$ cat src/rtl/keypad_pkg.sv
// Shared types, column patterns and key-code helpers for the 4x4 keypad scanner.
package keypad_pkg;

    typedef enum logic [1:0] {
        SCAN,
        DEBOUNCE,
        HELD
    } state_t;

    localparam logic [3:0] COL_IDLE  = 4'b1111;
    localparam logic [3:0] COL_FIRST = 4'b1110;

    function automatic logic [3:0] mk_code(input logic [1:0] row_idx, input logic [1:0] col_idx);
        return {row_idx, col_idx};
    endfunction

    // Lowest-indexed active-low row; only meaningful when at least one row is low.
    function automatic logic [1:0] low_row(input logic [3:0] rows_n);
        logic [1:0] idx;
        idx = 2'd0;
        for (int i = 3; i >= 0; i--) begin
            if (!rows_n[i]) idx = 2'(i);
        end
        return idx;
    endfunction

endpackage

$ cat src/rtl/keypad_scan_tick.sv
// Column-slot divider: counts 0..SCAN_DIV-1 and flags the last cycle of each slot.
module keypad_scan_tick #(
    parameter int SCAN_DIV = 50000
) (
    input  logic clk,
    input  logic reset,
    input  logic run,
    output logic tick
);

    localparam int              CW   = $clog2(SCAN_DIV);
    localparam logic [CW-1:0]   LAST = CW'(SCAN_DIV - 1);
    localparam logic [CW-1:0]   ONE  = CW'(1);

    logic [CW-1:0] cnt;

    always_ff @(posedge clk or posedge reset) begin
        if (reset) begin
            cnt <= '0;
        end else if (!run || cnt == LAST) begin
            cnt <= '0;
        end else begin
            cnt <= cnt + ONE;
        end
    end

    assign tick = run && (cnt == LAST);

endmodule

$ cat src/rtl/keypad_matrix_scanner.sv
// 4x4 active-low keypad scanner: column drive, row synchronizer, press/release
// debounce, one-cycle key_valid pulse and a key_held level.
module keypad_matrix_scanner
    import keypad_pkg::*;
#(
    parameter int SCAN_DIV       = 50000,
    parameter int DEBOUNCE_SCANS = 20
) (
    input  logic       clk,
    input  logic       reset,
    input  logic       scan_en,
    input  logic [3:0] row_n,
    output logic [3:0] col_n,
    output logic [3:0] key_code,
    output logic       key_valid,
    output logic       key_held
);

    localparam int            DW       = $clog2(DEBOUNCE_SCANS + 1);
    localparam logic [DW-1:0] CNT_ONE  = DW'(1);
    localparam logic [DW-1:0] CNT_LAST = DW'(DEBOUNCE_SCANS - 1);

    state_t        state;
    logic [3:0]    row_meta;
    logic [3:0]    row_sync;
    logic [1:0]    col_idx;
    logic [1:0]    cand_row;
    logic [DW-1:0] deb_cnt;
    logic [DW-1:0] rel_cnt;
    logic [3:0]    col_next;
    logic          tick;
    logic          run;

    // The divider is held while the column register is idle, so the restart
    // cycle after scan_en rises still gives column 0 a full slot.
    assign run      = scan_en && (col_n != COL_IDLE);
    assign col_next = {col_n[2:0], col_n[3]};

    keypad_scan_tick #(
        .SCAN_DIV (SCAN_DIV)
    ) u_tick (
        .clk   (clk),
        .reset (reset),
        .run   (run),
        .tick  (tick)
    );

    // NOTE: non-blocking assignments make these two stages a true 2-FF chain;
    // blocking ones would collapse them into a single flop in simulation.
    always_ff @(posedge clk or posedge reset) begin
        if (reset) begin
            row_meta <= 4'hF;
            row_sync <= 4'hF;
        end else begin
            row_meta <= row_n;
            row_sync <= row_meta;
        end
    end

    always_ff @(posedge clk or posedge reset) begin
        if (reset) begin
            state     <= SCAN;
            col_n     <= COL_FIRST;
            col_idx   <= 2'd0;
            cand_row  <= 2'd0;
            deb_cnt   <= '0;
            rel_cnt   <= '0;
            key_code  <= 4'd0;
            key_valid <= 1'b0;
            key_held  <= 1'b0;
        end else begin
            key_valid <= 1'b0;
            if (!scan_en) begin
                state    <= SCAN;
                col_n    <= COL_IDLE;
                col_idx  <= 2'd0;
                deb_cnt  <= '0;
                rel_cnt  <= '0;
                key_held <= 1'b0;
            end else if (col_n == COL_IDLE) begin
                col_n   <= COL_FIRST;
                col_idx <= 2'd0;
            end else if (tick) begin
                case (state)
                    SCAN: begin
                        if (row_sync != 4'hF) begin
                            cand_row <= low_row(row_sync);
                            if (DEBOUNCE_SCANS == 1) begin
                                key_code  <= mk_code(low_row(row_sync), col_idx);
                                key_valid <= 1'b1;
                                key_held  <= 1'b1;
                                state     <= HELD;
                            end else begin
                                deb_cnt <= CNT_ONE;
                                state   <= DEBOUNCE;
                            end
                        end else begin
                            col_n   <= col_next;
                            col_idx <= col_idx + 2'd1;
                        end
                    end
                    DEBOUNCE: begin
                        if (!row_sync[cand_row]) begin
                            if (deb_cnt == CNT_LAST) begin
                                key_code  <= mk_code(cand_row, col_idx);
                                key_valid <= 1'b1;
                                key_held  <= 1'b1;
                                deb_cnt   <= '0;
                                state     <= HELD;
                            end else begin
                                deb_cnt <= deb_cnt + CNT_ONE;
                            end
                        end else begin
                            deb_cnt <= '0;
                            state   <= SCAN;
                            col_n   <= col_next;
                            col_idx <= col_idx + 2'd1;
                        end
                    end
                    HELD: begin
                        if (row_sync[cand_row]) begin
                            if (rel_cnt == CNT_LAST) begin
                                rel_cnt  <= '0;
                                key_held <= 1'b0;
                                state    <= SCAN;
                                col_n    <= col_next;
                                col_idx  <= col_idx + 2'd1;
                            end else begin
                                rel_cnt <= rel_cnt + CNT_ONE;
                            end
                        end else begin
                            rel_cnt <= '0;
                        end
                    end
                    default: state <= SCAN;
                endcase
            end
        end
    end

endmodule

$ cat config.mk
export PLATFORM = sky130hd
export DESIGN_NAME = keypad_matrix_scanner
export DESIGN_NICKNAME = d
export VERILOG_FILES = /design/src/rtl/keypad_pkg.sv /design/src/rtl/keypad_scan_tick.sv /design/src/rtl/keypad_matrix_scanner.sv
export SDC_FILE = /design/constraint.sdc
export NUM_CORES = 1
export LEC_CHECK = 0
export BUFFER_PORTS_ARGS = -buffer_cell sky130_fd_sc_hd__buf_2
export CAP_MARGIN = 20
export CORE_MARGIN = 3
export CORE_UTILIZATION = 45
export DETAILED_ROUTE_END_ITERATION = 8
export GPL_ROUTABILITY_DRIVEN = 0
export HOLD_SLACK_MARGIN = 0.02
export PLACE_DENSITY_LB_ADDON = 0.2
export SLEW_MARGIN = 20
export SYNTH_ARGS = -nofsm -noshare
export SYNTH_HDL_FRONTEND = slang
export SYNTH_SLANG_ARGS = --single-unit
$ cat constraint.sdc
create_clock -name clk -period 2.2 [get_ports clk]
set_input_delay 0.33 -clock clk [delete_from_list [all_inputs] [get_ports clk]]
set_output_delay 0.33 -clock clk [all_outputs]
set_load 0.02 [all_outputs]
Word level (Yosys, flattened, before mapping):

Cells that the tools add are included.

* register bits after elaboration: 50
* output and inout port bits: 10
* word-level logic and storage cells: 115
* bits of input ports: 7

* multiplexer cells: 59
* equal/unequal tests: 25
* reduce and logical (&&, ||, !) cells: 12
* magnitude comparators: 1
* add/sub/neg operators: 4
* bitwise logic cells: 2

Operator list (count)
* $mux W5: 12
* $mux W2: 19
* $mux W4: 7
* $ne A4 B4 Y1 const B: 7
* $reduce_and A6 Y1: 3
* $add A16 B1 Y16 const B: 1
* $eq A16 B16 Y1 const B: 1
* $mux W16: 1
* $ne A3 B3 Y1 const B: 5
* $mux W1: 14
* $pmux W2 S3: 2
* $pmux W4 S3: 1
* $add A5 B1 Y5 const B: 2
* $eq A5 B5 Y1 const B: 2
* $pmux W5 S2: 1
* $ne A3 B1 Y1 const B: 3
* $reduce_and A7 Y1: 1
* $ne A5 B1 Y1 const B: 1
* $reduce_and A5 Y1: 1
* $eq A4 B4 Y1 const B: 1
* $ne A2 B1 Y1 const B: 2
* $reduce_and A4 Y1: 1
* $lt A2 B3 Y1 const B: 1
* $reduce_and A3 Y1: 1
* other kinds (11): 13

Logic depth before layout (Yosys ltp):

* word-level depth: 7
* depth in mapped cells: 7
* depth with buffers taken out: 6

By module:

Synthesis repeated with hierarchy kept, for this count alone.

* cell total of the unflattened synthesis: 242
* area, all modules: 2547.4 sq um

By module, submodules not included
* keypad_matrix_scanner: times used 1, seq. area each 864.6 sq um, cells each 161, area an instance 1716.6 sq um
* keypad_scan_tick: times used 1, seq. area each 400.4 sq um, cells each 81, area an instance 830.8 sq um

Worst setup path after synthesis:

Ideal clock, no wire load.

* path kind: reg2reg
* start point: register u_tick.cnt[11]
* end point: register col_idx[0]
* clock period less this slack: 2243 ps
* data required time: 2075 ps
* path buffers: 0
* cell stages (with the launch flop): 6
* arrival time: 2118 ps
* setup time: 125 ps
* slack: -43 ps
* path through: dfrtp_1 -> or4_4 -> nor4_4 -> o22ai_1 -> nor2_1 -> mux2_2

* longest elaborated chain between the ends: 4

Ends and longest elaborated chain
* start, declared: RTL line keypad_scan_tick.sv:15 `logic [CW-1:0] cnt;`
* start signal, assigned: RTL line keypad_scan_tick.sv:23 `cnt <= cnt + ONE;`
* $eq A16 B16 Y1: RTL line keypad_scan_tick.sv:27 `assign tick = run && (cnt == LAST);`
* $logic_and A1 B1 Y1: RTL line keypad_scan_tick.sv:27
* $ne A3 B1 Y1 (no line)
* $reduce_and A6 Y1 (no line)
* end signal, assigned: RTL line keypad_matrix_scanner.sv:99 `col_idx <= col_idx + 2'd1;`
* end signal, assigned: RTL line keypad_matrix_scanner.sv:117 `col_idx <= col_idx + 2'd1;`
* end signal, assigned: RTL line keypad_matrix_scanner.sv:127 `col_idx <= col_idx + 2'd1;`
* end, declared: RTL line keypad_matrix_scanner.sv:26 `logic [1:0] col_idx;`

No other way between the ends.
A chain may end at the register's enable or synchronous reset.

Worst setup path after layout:

* start point: register u_tick.cnt[11]
* end point: register rel_cnt[4]

* longest elaborated chain between the ends: 4

Ends and longest elaborated chain
* $eq A16 B16 Y1: RTL line keypad_scan_tick.sv:27
* $logic_and A1 B1 Y1: RTL line keypad_scan_tick.sv:27
* $ne A2 B1 Y1 (no line)
* $reduce_and A3 Y1 (no line)
* end signal, assigned: RTL line keypad_matrix_scanner.sv:129 `rel_cnt <= rel_cnt + CNT_ONE;`
* end, declared: RTL line keypad_matrix_scanner.sv:29 `logic [DW-1:0] rel_cnt;`

No other way between the ends.

==> summary.txt <==
Detailed routing
  – Via count: between 1,500 and 2,000
  – Via/cell ratio: between 5 and 6
  – Initial DRT Pass Iterations: 4
  – DR iter-0 viols: 88
  – WL/cell: approximately 14 µm
  – Drt drc: 0
  – Antenna Nets Post-Route: 0
  – Post-Route WL: 4820 µm

Timing
  – Max Transition Viols Final: 0
  – Rel. slew slack: around three fifths
  – Period utilisation layout: a little over nine tenths
  – RSZ-0062 raised after global routing: yes
  – Hold Vio Cnt, Final: 0
  – Setup TNS: 0 ns
  – Layout Skew: about 0.011 ns
  – Final worst setup slack: 0.04508 ns
  – Hold Slack: 0.1020 ns
  – Final min period: 2.155 ns
  – Setup-failing EPs final: 0
  – FMAX: ~0.46 GHz
  – Worst slew pin tran: between 0.6 and 0.7 ns

Critical path
  – Critical path type: reg -> reg
  – CP Cell Sequence: or4_4 -> nor4_4 -> nand3_2 -> or4_1 -> a21boi_1
  – Reg2reg path depth: 5
  – CP Capture Type: flip-flop
  – CP required: 2.43 ns
  – Critical-path top delay cell: or4_4
  – Critical-path maximum fanout: 3
  – R2r setup slk: 0.05 ns
  – Crit path launch type: flip-flop
  – Arrival time at the worst endpoint: roughly 2.4 ns
  – Slowest stage delay, CP: between 0.5 and 0.6 ns

Layout
  – Share of cells above drive strength 1: approximately 30%
  – Area Growth Syn to Fin: 17.54%
  – # diodes: 0
  – # nets final: 280

Synthesis
  – Sequential share of the synthesized area: around 50%
  – Synth Flop Type: dfrtp_1
  – Yosys reg bits: 50
  – Netlist cell types: 50
  – Mapped Nets: between 200 and 250
  – Async set-reset flop share out of synthesis: between 90% and 100%
  – Cells after Synth: about 230
  – Yosys warns: 0
  – Syn avg cell area: around 11 µm²
  – Cell Area, Synth: around 2500 µm²
  – EDFF count, synth: 0

Global routing
  – Vias in the first global route: about 1,800
  – Total GRT Usage: between 10% and 20%
  – Initial antenna violation count: 0
  – Pin count of the biggest net entering global routing: 51
  – Gr ovfl total: 0
  – First-pass GRT wire length: about 8400 µm

Power and ir drop
  – Total Power: roughly 2.2 mW
  – Combinational share of power: between 20% and 30%
  – Switching pwr: 0.7043 mW
  – Int Pwr: about 1.5 mW
  – Peak VDD IR: 0.0006664 V
  – Part of the power in registers: about half
  – PD cells: 746.5 nW/µm²
  – Switching Share: between 30% and 40%
  – Clock Power Share: 26.6%
  – Leak: ~1.2 nW

CTS
  – Max clock buf depth: 2
  – Hold-fix buffers, CTS: 0
  – H-tree lvl count: 2
  – Worst-skew pair later-pin latency: between 0.3 and 0.4 ns
  – Num CTS Buffers: 5
  – CTS tree: yes
  – Post-CTS setup buffer count: 0
  – Root buffer cell: clkbuf_8
  – Clock sinks: 50
  – Reg clk slew, reported paths: around 0.10 ns

Placement
  – Pre-CTS WS: roughly 0.011 ns
  – Final HPWL from detailed placement: roughly 3400 µm
  – Port-buffer cells: 16

Hold path
  – Worst min path class: in -> reg
  – Min-Delay Path Depth: 1

Floorplanning
  – Core area: roughly 5200 µm²
  – Die span in y: 79.96 µm
  – Die area: roughly 6400 µm²
  – Die width: between 70 and 80 µm
  – Initial core utilization: a little under half
  – Row count: 26
  – Io pins: 17

Outcome
  – Status: finished clean

Flow run
  – MaxCap Viol Count: 0
==> final cells by class <==
cell class | count | area [µm²]
Multi-Input combinational cell | 169 | 1175
Sequential cell | 50 | 1265
Fill cell | 476 | 2312
Timing Repair Buffer | 38 | 245.2
Clock inverter | 3 | 28.78
Clock buffer | 5 | 68.82
Inverter | 6 | 22.52
Tap cell | 70 | 87.58
==> cells by family after synthesis <==
kind of cell / count (synthesis) / synth area share (%)
buffers and inverters: 12 / 1.881
DFF: 50 / 51.40
and+or+nand+nor: 105 / 24.81
adders and majority gates: 3 / 1.525
xor gates and xnor gates: 14 / 4.982
AOI/OAI and AO/OA: 33 / 8.694
muxes: 14 / 6.711
==> cell usage in the layout, fill, tap and decap left out, types with 9 or more instances in the layout <==
| cell | synthesis | routed |
|---|---|---|
| dfstp_2 | 11 | 11 |
| a21oi_1 | 9 | 9 |
| o21ai_0 | 9 | 9 |
| dfrtp_1 | 39 | 39 |
| buf_4 | 0 | 22 |
| mux2_2 | 10 | 10 |
| nor2_1 | 25 | 24 |
| nand3_1 | 14 | 14 |
| buf_2 | 1 | 16 |
| nand2_1 | 12 | 12 |
==> synthesized netlist by cell type (6+ instances only) <==
library cell	number	area, µm²
nor2b_1	7	43.79
nand2_1	12	45.04
xnor2_1	6	52.55
nand2b_1	7	43.79
a21oi_1	9	45.04
dfrtp_1	39	975.9
inv_1	6	22.52
o21ai_0	9	45.04
xor2_1	8	70.07
nor2_1	25	93.84
nand4_1	8	50.05
mux2_2	10	112.6
nand3_1	14	70.07
dfstp_2	11	289.0
==> sequential cells by signal (all words and copies together), names as in the netlist, 2 cells and up <==
signal,count
cand_row,2
u_tick.cnt,16
col_idx,2
row_meta,4
deb_cnt,5
col_n,4
row_sync,4
state,2
rel_cnt,5
key_code,4
==> through the flow <==
| stage | utilization [%] | instances | cell area [µm²] |
|---|---|---|---|
| 5_1_grt | 55.58 | 341 | 2893 |
| 4_1_cts | 55.14 | 341 | 2870 |
| 2_1_floorplan | - | 231 | 2464 |
| 3_3_place_gp | 53.27 | 333 | 2773 |
| 6_report | 55.58 | 341 | 2893 |
| 3_5_place_dp | 53.27 | 333 | 2773 |
==> layer usage <==
layer | wire [µm] | up-vias | GRT usage [%]
met5 | 0 | - | 0
met4 | 68 | 0 | 5.068
met3 | 155 | 6 | 3.725
met2 | 2218 | 29 | 25.58
met1 | 2377 | 911 | 24.42
li1 | - | 913 | -
==> critical path, delay by kind of cell (launching register included) <==
kind / cells / cell delay (ns)
flops: 1 / 0.39
compound gates: 1 / 0.15
simple gates: 4 / 1.53
==> power by group through the flow <==
stage | clock, mW | sequential, mW | combinational (mW)
after global routing | 0.635 | 1.08 | 0.572
after floorplan | 0 | 1.11 | 0.298
final | 0.575 | 1.07 | 0.517
after detailed placement | 0 | 1.08 | 0.508
after CTS | 0.594 | 1.07 | 0.509
after global placement | 0 | 1.08 | 0.495
==> final timing paths <==
kind / from / to
min: row_n[3] / row_meta[3]
max in group asynchronous: reset / key_code[1]
max reg2reg: u_tick.cnt[11] / rel_cnt[4]
min in group asynchronous: reset / key_held
min reg2reg: row_meta[2] / row_sync[2]
max: u_tick.cnt[11] / rel_cnt[4]
==> repair_timing <==
| action | CTS | global route |
|---|---|---|
| setup endpoints to repair | 0 | 11 |
| endpoints found under the hold margin | 0 | 0 |
| resized for setup | 0 | 5 |
Power figures use the tool's default switching activity.
